==> src/rtl/ram_bist_pkg.sv <==
// Shared types and the data-pattern generator for the RAM BIST master.
// Holds the FSM state encoding, the pattern selector encoding and the
// pattern() function used both when writing and when checking read-back data.
package ram_bist_pkg;

  typedef enum logic [2:0] {
    ST_IDLE  = 3'd0,
    ST_WRITE = 3'd1,
    ST_READ  = 3'd2,
    ST_DRAIN = 3'd3,
    ST_DONE  = 3'd4
  } state_t;

  typedef enum logic [1:0] {
    PAT_ADDR  = 2'b00,
    PAT_NADDR = 2'b01,
    PAT_CHECK = 2'b10,
    PAT_ONES  = 2'b11
  } pat_t;

  // Widest data word the generator supports; callers size-cast the result
  // down to their own DATA_W.
  localparam int PAT_W = 64;

  // Pattern word for a (wrapped) RAM address. The address is zero-extended
  // before use, so ~addr inverts the full data word.
  function automatic logic [PAT_W-1:0] pattern(input logic [31:0] addr, input pat_t pat);
    logic [PAT_W-1:0] w;
    case (pat)
      PAT_ADDR:  w = {32'd0, addr};
      PAT_NADDR: w = ~{32'd0, addr};
      PAT_CHECK: w = addr[0] ? {32{2'b10}} : {32{2'b01}};
      default:   w = '1;
    endcase
    return w;
  endfunction

endpackage

==> src/rtl/ram_bist_cmp.sv <==
// Read-back checker for the RAM BIST master.
// Delays each issued read address by RD_LAT cycles so it lines up with the
// RAM's data_out, compares against the expected pattern, counts mismatches
// (saturating) and captures the address of the first mismatch.
// Ports:
//   clk, rst        clock / synchronous active-high reset
//   clr             clear counter, first-error address and delay line
//   rd_vld, rd_addr read issued this cycle and its address
//   pat             pattern selected for the current run
//   ram_rdata       RAM data_out
//   err_count       mismatch count, saturating
//   first_err_addr  address of first mismatch, 0 if none
module ram_bist_cmp
  import ram_bist_pkg::*;
#(
  parameter int ADDR_W = 4,
  parameter int DATA_W = 8,
  parameter int RD_LAT = 1,
  parameter int CNT_W  = 8
) (
  input  logic              clk,
  input  logic              rst,
  input  logic              clr,
  input  logic              rd_vld,
  input  logic [ADDR_W-1:0] rd_addr,
  input  pat_t              pat,
  input  logic [DATA_W-1:0] ram_rdata,
  output logic [CNT_W-1:0]  err_count,
  output logic [ADDR_W-1:0] first_err_addr
);

  localparam logic [CNT_W-1:0] CNT_MAX = '1;
  localparam logic [CNT_W-1:0] CNT_ONE = CNT_W'(1);

  logic              dly_vld_q  [RD_LAT];
  logic              dly_vld_d  [RD_LAT];
  logic [ADDR_W-1:0] dly_addr_q [RD_LAT];
  logic [ADDR_W-1:0] dly_addr_d [RD_LAT];
  logic [CNT_W-1:0]  err_q, err_d;
  logic [ADDR_W-1:0] fea_q, fea_d;
  logic [DATA_W-1:0] exp_data;
  logic              mismatch;

  always_comb begin
    dly_vld_d[0]  = rd_vld;
    dly_addr_d[0] = rd_addr;
    for (int i = 1; i < RD_LAT; i++) begin
      dly_vld_d[i]  = dly_vld_q[i-1];
      dly_addr_d[i] = dly_addr_q[i-1];
    end

    // The last delay stage lines up with the RAM's data_out.
    exp_data = DATA_W'(pattern(32'(dly_addr_q[RD_LAT-1]), pat));
    mismatch = dly_vld_q[RD_LAT-1] && (ram_rdata != exp_data);

    err_d = err_q;
    fea_d = fea_q;
    if (clr) begin
      err_d = '0;
      fea_d = '0;
      for (int i = 0; i < RD_LAT; i++) dly_vld_d[i] = 1'b0;
    end else if (mismatch) begin
      // A zero count means no mismatch has been seen yet this run.
      if (err_q == '0) fea_d = dly_addr_q[RD_LAT-1];
      if (err_q != CNT_MAX) err_d = err_q + CNT_ONE;
    end
  end

  always_ff @(posedge clk) begin
    if (rst) begin
      for (int i = 0; i < RD_LAT; i++) begin
        dly_vld_q[i]  <= 1'b0;
        dly_addr_q[i] <= '0;
      end
      err_q <= '0;
      fea_q <= '0;
    end else begin
      for (int i = 0; i < RD_LAT; i++) begin
        dly_vld_q[i]  <= dly_vld_d[i];
        dly_addr_q[i] <= dly_addr_d[i];
      end
      err_q <= err_d;
      fea_q <= fea_d;
    end
  end

  assign err_count      = err_q;
  assign first_err_addr = fea_q;

endmodule

==> src/rtl/ram_bist_master.sv <==
// BIST initiator for a single-port synchronous RAM. On start it writes a
// generated pattern over an address window, reads the window back, and
// reports pass/fail, mismatch count and first failing address.
// Ports:
//   clk, rst                    clock / synchronous active-high reset
//   start                       begin a run (honoured only when idle)
//   base_addr, length, pat_sel  window and pattern, latched at start
//   ram_addr, ram_en, ram_wdata RAM drive (ram_en=1 write, 0 read)
//   ram_rdata                   RAM data_out
//   busy, done, pass            run status
//   err_count, first_err_addr   result of the read-back compare
module ram_bist_master
  import ram_bist_pkg::*;
#(
  parameter int ADDR_W = 4,
  parameter int DATA_W = 8,
  parameter int RD_LAT = 1,
  parameter int CNT_W  = 8
) (
  input  logic              clk,
  input  logic              rst,
  input  logic              start,
  input  logic [ADDR_W-1:0] base_addr,
  input  logic [ADDR_W:0]   length,
  input  logic [1:0]        pat_sel,
  output logic [ADDR_W-1:0] ram_addr,
  output logic              ram_en,
  output logic [DATA_W-1:0] ram_wdata,
  input  logic [DATA_W-1:0] ram_rdata,
  output logic              busy,
  output logic              done,
  output logic              pass,
  output logic [CNT_W-1:0]  err_count,
  output logic [ADDR_W-1:0] first_err_addr
);

  localparam int             IDX_W   = ADDR_W + 1;
  localparam logic [IDX_W-1:0] IDX_ONE = IDX_W'(1);

  state_t            state_q, state_d;
  logic [IDX_W-1:0]  idx_q, idx_d, idx_inc;
  logic [ADDR_W-1:0] base_q, base_d;
  logic [IDX_W-1:0]  len_q, len_d;
  pat_t              pat_q, pat_d;
  logic              pass_q, pass_d;
  logic              ram_en_q, ram_en_d;
  logic [ADDR_W-1:0] ram_addr_q, ram_addr_d;
  logic [DATA_W-1:0] ram_wdata_q, ram_wdata_d;
  logic              start_acc;

  always_comb begin
    state_d   = state_q;
    idx_d     = idx_q;
    base_d    = base_q;
    len_d     = len_q;
    pat_d     = pat_q;
    pass_d    = pass_q;
    start_acc = 1'b0;
    idx_inc   = idx_q + IDX_ONE;

    // idx counts cycles within the current phase.
    case (state_q)
      ST_IDLE: begin
        if (start) begin
          start_acc = 1'b1;
          base_d    = base_addr;
          len_d     = length;
          pat_d     = pat_t'(pat_sel);
          pass_d    = 1'b0;
          idx_d     = '0;
          state_d   = (length == '0) ? ST_DONE : ST_WRITE;
        end
      end
      ST_WRITE: begin
        if (idx_inc == len_q) begin
          idx_d   = '0;
          state_d = ST_READ;
        end else begin
          idx_d = idx_inc;
        end
      end
      ST_READ: begin
        if (idx_inc == len_q) begin
          idx_d   = '0;
          state_d = ST_DRAIN;
        end else begin
          idx_d = idx_inc;
        end
      end
      ST_DRAIN: begin
        if (idx_inc == IDX_W'(RD_LAT)) begin
          idx_d   = '0;
          state_d = ST_DONE;
        end else begin
          idx_d = idx_inc;
        end
      end
      ST_DONE: begin
        // Final compare landed on the edge into DONE, so err_count is settled.
        pass_d  = (err_count == '0);
        state_d = ST_IDLE;
      end
      default: state_d = ST_IDLE;
    endcase

    // RAM drive is registered from the next state so it is aligned with
    // state_q in the cycle it applies to. Address holds outside WRITE/READ.
    ram_en_d    = 1'b0;
    ram_addr_d  = ram_addr_q;
    ram_wdata_d = ram_wdata_q;
    if (state_d == ST_WRITE || state_d == ST_READ)
      ram_addr_d = base_d + idx_d[ADDR_W-1:0];
    if (state_d == ST_WRITE) begin
      ram_en_d    = 1'b1;
      ram_wdata_d = DATA_W'(pattern(32'(ram_addr_d), pat_d));
    end
  end

  always_ff @(posedge clk) begin
    if (rst) begin
      state_q     <= ST_IDLE;
      idx_q       <= '0;
      base_q      <= '0;
      len_q       <= '0;
      pat_q       <= PAT_ADDR;
      pass_q      <= 1'b0;
      ram_en_q    <= 1'b0;
      ram_addr_q  <= '0;
      ram_wdata_q <= '0;
    end else begin
      state_q     <= state_d;
      idx_q       <= idx_d;
      base_q      <= base_d;
      len_q       <= len_d;
      pat_q       <= pat_d;
      pass_q      <= pass_d;
      ram_en_q    <= ram_en_d;
      ram_addr_q  <= ram_addr_d;
      ram_wdata_q <= ram_wdata_d;
    end
  end

  ram_bist_cmp #(
    .ADDR_W(ADDR_W),
    .DATA_W(DATA_W),
    .RD_LAT(RD_LAT),
    .CNT_W (CNT_W)
  ) u_cmp (
    .clk           (clk),
    .rst           (rst),
    .clr           (start_acc),
    .rd_vld        (state_q == ST_READ),
    .rd_addr       (ram_addr_q),
    .pat           (pat_q),
    .ram_rdata     (ram_rdata),
    .err_count     (err_count),
    .first_err_addr(first_err_addr)
  );

  assign ram_addr  = ram_addr_q;
  assign ram_en    = ram_en_q;
  assign ram_wdata = ram_wdata_q;
  assign busy      = (state_q != ST_IDLE);
  assign done      = (state_q == ST_DONE);
  // During DONE the result is shown directly; afterwards the stored copy.
  assign pass      = (state_q == ST_DONE) ? (err_count == '0) : pass_q;

endmodule

==> config.mk <==
export PLATFORM = sky130hd
export DESIGN_NAME = ram_bist_master
export DESIGN_NICKNAME = d
export VERILOG_FILES = /design/src/rtl/ram_bist_pkg.sv /design/src/rtl/ram_bist_cmp.sv /design/src/rtl/ram_bist_master.sv
export SDC_FILE = /design/constraint.sdc
export NUM_CORES = 1
export LEC_CHECK = 0
export BUFFER_PORTS_ARGS = -buffer_cell sky130_fd_sc_hd__buf_2
export CORE_MARGIN = 3
export CORE_UTILIZATION = 56
export CTS_CLUSTER_SIZE = 30
export DETAILED_ROUTE_END_ITERATION = 16
export GPL_TIMING_DRIVEN = 0
export PLACE_DENSITY = 0.8
export RECOVER_POWER = 25
export SYNTH_ARGS = -nofsm -noshare
export SYNTH_HDL_FRONTEND = slang
export SYNTH_SLANG_ARGS = --single-unit
==> constraint.sdc <==
create_clock -name clk -period 4.2 [get_ports clk]
set_clock_uncertainty 0.15 [all_clocks]
set_input_delay 0.21 -clock clk [delete_from_list [all_inputs] [get_ports clk]]
set_output_delay 0.21 -clock clk [all_outputs]
set_load 0.01 [all_outputs]
* After elaboration in Yosys (flattened, before gate mapping)
Memories as Yosys holds them, arrays and structs flattened. Index checks and enable logic that the tools add are counted.
Storage, ports and cells: register bits after elaboration 45, bits in writable memories 5, input bits 22, output and inout bits 28, word-level logic and storage cells 86, memories kept 2
Cells by class: add/sub/neg operators 3, eq/ne operators 15, mux-type cells 33, bitwise logic cells 2, reductions and logical operators 19
Memories:
- u_cmp.dly_addr_q | words 1, bits a word 4, read ports 1, clocked after memory_dff 0, wr ports 1, RTL line ram_bist_cmp.sv:37 | logic [ADDR_W-1:0] dly_addr_q [RD_LAT];
- u_cmp.dly_vld_q | words 1, bits a word 1, read ports 1, clocked after memory_dff 0, wr ports 1, RTL line ram_bist_cmp.sv:35 | logic dly_vld_q [RD_LAT];
Operators by type and width (number):
- $pmux W8 S3 | 2
- $mux W4 | 4
- $mux W8 | 2
- $not A4 Y8 | 2
- $mux W3 | 5
- $mux W5 | 3
- $pmux W5 S3 | 1
- $mux W1 | 12
- $pmux W3 S4 | 1
- $reduce_and A2 Y1 | 5
- $eq A3 B2 Y1 const B | 3
- $add A8 B1 Y8 const B | 1
- $logic_not A8 Y1 | 1
- $ne A8 B8 Y1 | 1
- $ne A8 B8 Y1 const B | 1
- $eq A3 B1 Y1 const B | 2
- $reduce_bool A3 Y1 | 2
- $add A5 B1 Y5 const B | 1
- $eq A5 B1 Y1 const B | 1
- $eq A5 B5 Y1 | 1
- $logic_not A5 Y1 | 1
- $add A4 B4 Y4 | 1
- $eq A2 B1 Y1 const B | 2
- $eq A2 B2 Y1 const B | 2
- other kinds (12) | 15

* Longest topological paths before layout
word-level depth 9, gate-level depth with buffers 17, mapped depth without buffers 17

* Cells and area by module
A second synthesis with hierarchy kept.
Second synthesis, totals: cells, all modules 329, area, all modules 2906.5 um^2
By module, submodules not included:
- ram_bist_master | times used 1, cells each 197, area each 1752.9 um^2
- ram_bist_cmp | times used 1, cells each 132, area each 1153.6 um^2

* Least setup slack after synthesis
No wires, ideal clock.
path type reg-to-reg, start point reg idx_q[0], end point reg ram_wdata_q[3], in the netlist ram_wdata[3], arrival time 3.588 ns, data required time 3.933 ns, path slack 0.345 ns, stages on the path, launching flop included 16, path buffers 0, period minus slack after synthesis 3.855 ns, path through dfxtp_1 -> inv_1 -> ha_1 -> xor2_1 -> nor2_1 -> o211ai_4 -> maj3_1 -> a211o_1 -> a22o_1 -> ha_1 -> a21oi_1 -> xnor2_1 -> a221oi_1 -> nor3_1 -> or3_1 -> a32o_1
RTL lines:
- from (decl) | RTL line ram_bist_master.sv:41 | logic [IDX_W-1:0] idx_q, idx_d, idx_inc;
- from (signal assigned) | RTL line ram_bist_master.sv:132 | idx_q <= idx_d;
- $add A5 B1 Y5 (*) | RTL line ram_bist_master.sv:59 | idx_inc = idx_q + IDX_ONE;
- $eq A5 B1 Y1 or $eq A5 B5 Y1 (tied branches) | RTL line ram_bist_master.sv:91, ram_bist_master.sv:75, ram_bist_master.sv:83
- $mux W5, on equally long branches | RTL line ram_bist_master.sv:91, ram_bist_master.sv:75, ram_bist_master.sv:83
- $pmux W5 S3 (*) | RTL line ram_bist_master.sv:62 | case (state_q)
- net idx_d[2] | RTL line ram_bist_master.sv:41
- $add A4 B4 Y4 (*) | RTL line ram_bist_master.sv:112 | ram_addr_d = base_d + idx_d[ADDR_W-1:0];
- $mux W4 (*) | RTL line ram_bist_master.sv:111 | if (state_d == ST_WRITE || state_d == ST_READ)
- $not A4 Y8 | RTL line ram_bist_pkg.sv:31 | PAT_NADDR: w = ~{32'd0, addr};
- $pmux W8 S3 (*) | RTL line ram_bist_pkg.sv:29 | case (pat)
- to (signal assigned) | RTL line ram_bist_master.sv:139 | ram_wdata_q <= ram_wdata_d;
- to (decl) | RTL line ram_bist_master.sv:48 | logic [DATA_W-1:0] ram_wdata_q, ram_wdata_d;
Mark *: on every way through the listed nets, which the timed path passes. The rest lies on a longest branch. The select of a mux whose other input is x is not followed. A chain may end at the register's enable or synchronous reset.

* Worst setup path in the final report
start point reg idx_q[1], end point reg ram_wdata_q[3], in the netlist ram_wdata[3]
The elaborated chain is that of the path after synthesis.

==> results.json <==
{
  "cts_tree": "built",
  "synthFlopType": "dfxtp_1",
  "synth_fa_ha_area_frac": 0.04246,
  "syn_inst": 330,
  "crit_family": "compound AO/OA/AOI/OAI gates",
  "setup_slack_ns": 0.1876,
  "die_h_um": 76.33,
  "placed_cells": 443,
  "antenna_found_initial": 0,
  "tightest_slew_ns": 0.5299,
  "cts_sinks": 48,
  "hold_class": "in2reg",
  "ctsLongestPathBuffers": 2,
  "met2_usage": 0.3779,
  "status": "completed",
  "synth_most_common_cell": "dfxtp_1",
  "rsz0062_at_grt": "no",
  "nNetsFinal": 418,
  "avgSynthCellArea_um2": 8.394,
  "busiest_layer": "met2",
  "die_w_um": 76.33,
  "initial_core_util": 0.6069,
  "drt_pre_antenna_iters": 5,
  "fin_cells": 454,
  "maxCapViolCount": 0,
  "ys_warn_count": 0,
  "cp.arrival_ns": 4.06,
  "muxShareOfSynthArea": 0.04833,
  "num_rows": 24,
  "dp_hpwl_um": 4799,
  "crit_path_cell_trace": "inv_1, ha_1, xor2_1, nor2_2, o211ai_4, maj3_1, a211o_1, a22o_1, ha_1, a21oi_1, xnor2_1, a221oi_1, nor3_1, or3_1, a32o_1",
  "synth-compound-area-share": 0.2127,
  "syn_to_final_growth_pct": 16.67,
  "synth_xor_area_frac": 0.04923,
  "numCtsBuffers": 5,
  "synthTopCellsByCount": "48 x dfxtp_1, 37 x nand2_1, 27 x a21oi_1, 27 x nor2_1, 18 x inv_1",
  "ys_async_sr_fraction": 0,
  "post-route-min-period_ns": 4.012,
  "path_buf_inv": 1,
  "grt_max_degree": 15,
  "power_mw": 1.393,
  "dp_slack_ns": -0.03276,
  "root_buffer": "clkbuf_8",
  "synth_top_area_share": 0.3469,
  "relSlewSlack": 0.6468,
  "synth_top_area_cell": "dfxtp_1",
  "ys_seq_area_frac": 0.3469,
  "grtUsageTotal": 0.2235,
  "slowest_delay_ns": 0.43,
  "setup_viol": 0,
  "leakagePower_nw": 1.344,
  "cpMaxStageDelayCell": "dfxtp_2",
  "h-tree-depth": 2,
  "drive_gt1_frac": 0.1928,
  "first_global_vias": 2406,
  "cpMostUsedCell": "ha_1",
  "period_share": 0.9553,
  "critPathLaunchType": "flip-flop",
  "slew_violations": 0,
  "ant_nets": 0,
  "gp_congestion": 0.8848,
  "synth-edff-count": 0,
  "drc": 0,
  "powerDensity_mw_per_mm2": 430.9,
  "vdd_drop_max_uv": 405.1,
  "syn-num-nets": 360,
  "fp.dieArea_mm2": 0.005826,
  "grt_pass1_wl_um": 10900,
  "wl_per_cell_um": 13.99,
  "synth_cell_type_count": 67,
  "synth-simple-area-share": 0.2425,
  "ios": 50,
  "clkTransAtPathRegs_ns": 0.09,
  "vias": 2578,
  "synth_top_family_by_area": "simple AND/OR/NAND/NOR gates",
  "worst_ep_required_time_ns": 4.25,
  "portBuffers": 48,
  "grt_util_met3": 0.04610,
  "core_area_mm2": 0.004564,
  "worstSetupPathType": "reg2reg",
  "ys_ff_latch": 48,
  "n_antenna_cell": 0,
  "wl_um": 6351,
  "drtIter0Drc": 226,
  "fmax_mhz": 249.2,
  "grt_use_met1": 0.2929,
  "hold_violations": 0,
  "end_kind": "flip-flop",
  "insertion_delay_ns": 0.30,
  "netlist_area_mm2": 0.002770,
  "grt-ovfl-total": 0,
  "path_max_fanout": 7,
  "synth_area_leaders": "dfxtp_1 35%, nand2_1 5.0%, a21oi_1 4.9%",
  "vias_per_cell": 5.678
}
[routing by layer]
metal / vias up / part of all wire
li1: 1290 / -
met1: 1199 / 0.46
met2: 83 / 0.48
met3: 6 / 0.057
met4: 0 / 0.0076
met5: - / 0
[report_power, final]
part | total (mW) | internal, mW | switching [mW] | leakage (nW)
Combinational | 0.539 | 0.230 | 0.309 | 0.907
Clock | 0.290 | 0.134 | 0.156 | 0.0445
Sequential | 0.563 | 0.516 | 0.0472 | 0.393
[registers in the layout, summed over array words and instances (netlist names)]
signal	count
base_q	4
idx_q	5
len_q	5
pass_q	1
pat_q	2
ram_addr	4
ram_en	1
ram_wdata	6
state_q	3
u_cmp.dly_addr_q	4
u_cmp.dly_vld_q	1
u_cmp.err_count	8
u_cmp.first_err_addr	4
[layout by cell type, fill, tap and decap left out, drive strengths merged, types with 3 or more instances in the layout]
master	n
ha	7
nand2	38
inv	18
buf	45
o211ai	4
dfxtp	48
or2	3
nor2	27
and2	3
a21o	3
a211oi	7
nor3	9
o2bb2ai	3
nand3	10
or3	8
or4	5
xor2	3
xnor2	10
mux2i	10
o31ai	3
mux2	3
clkbuf	31
a21oi	27
nor2b	13
o21ai	10
[logic make-up after synthesis]
kind of cell    count (synthesis)
mux                            13
fa+ha+maj                       9
buf+inv                        36
compound gates                 81
flops                          48
xor+xnor                       14
simple gates                  129
[worst paths after layout]
check                           slack, ns    startpoint           end  cells past startpoint
worst max-delay path                 0.19      idx_q[1]  ram_wdata[3]                     15
worst min-delay path                0.004     length[3]      len_q[3]                      3
worst max register to register       0.19      idx_q[1]  ram_wdata[3]                     15
worst min register to register       0.31  ram_wdata[2]  ram_wdata[2]                      2
[cell type report]
type | count | area [um2]
repair buffers | 51 | 244.0
clock buffers | 7 | 86.33
plain buffers | 18 | 92.59
flip-flops and latches | 48 | 965.9
fillers | 390 | 1333
multi-input cells | 246 | 1687
clock inverters | 1 | 7.507
well taps | 65 | 81.33
inverters | 18 | 67.56
[per-stage QoR]
| step | util | hold WS, ns | instance area, um2 | TNS (ns) |
|---|---|---|---|---|
| finish | 0.7081 | 0.003812 | 3232 | 0 |
| detailed placement | 0.6774 | 0.2929 | 3092 | -0.03276 |
| global route | 0.7081 | -0.001964 | 3232 | 0 |
| CTS | 0.6996 | 0.003624 | 3193 | 0 |
| floorplan | - | 0.1960 | 2770 | 0 |
| global placement | 0.6774 | 0.2891 | 3092 | 0 |
[repair_timing]
action / 4_1_cts / 5_1_grt
setup endpoints to repair: 1 / 1
cloned: 0 / 0
gates resized for setup: 2 / 8
pin swaps: 0 / 5
setup buffers: 0 / 3
hold buffers: 0 / 0
[worst min-delay path, delay by kind of cell]
| family | cells | cell delay [ns] |
|---|---|---|
| AO/OA/AOI/OAI | 1 | 0.05 |
| AND/OR/NAND/NOR | 1 | 0.05 |
| buffers and inverters | 1 | 0.10 |
No activity file was read; power rests on OpenSTA's default activity.
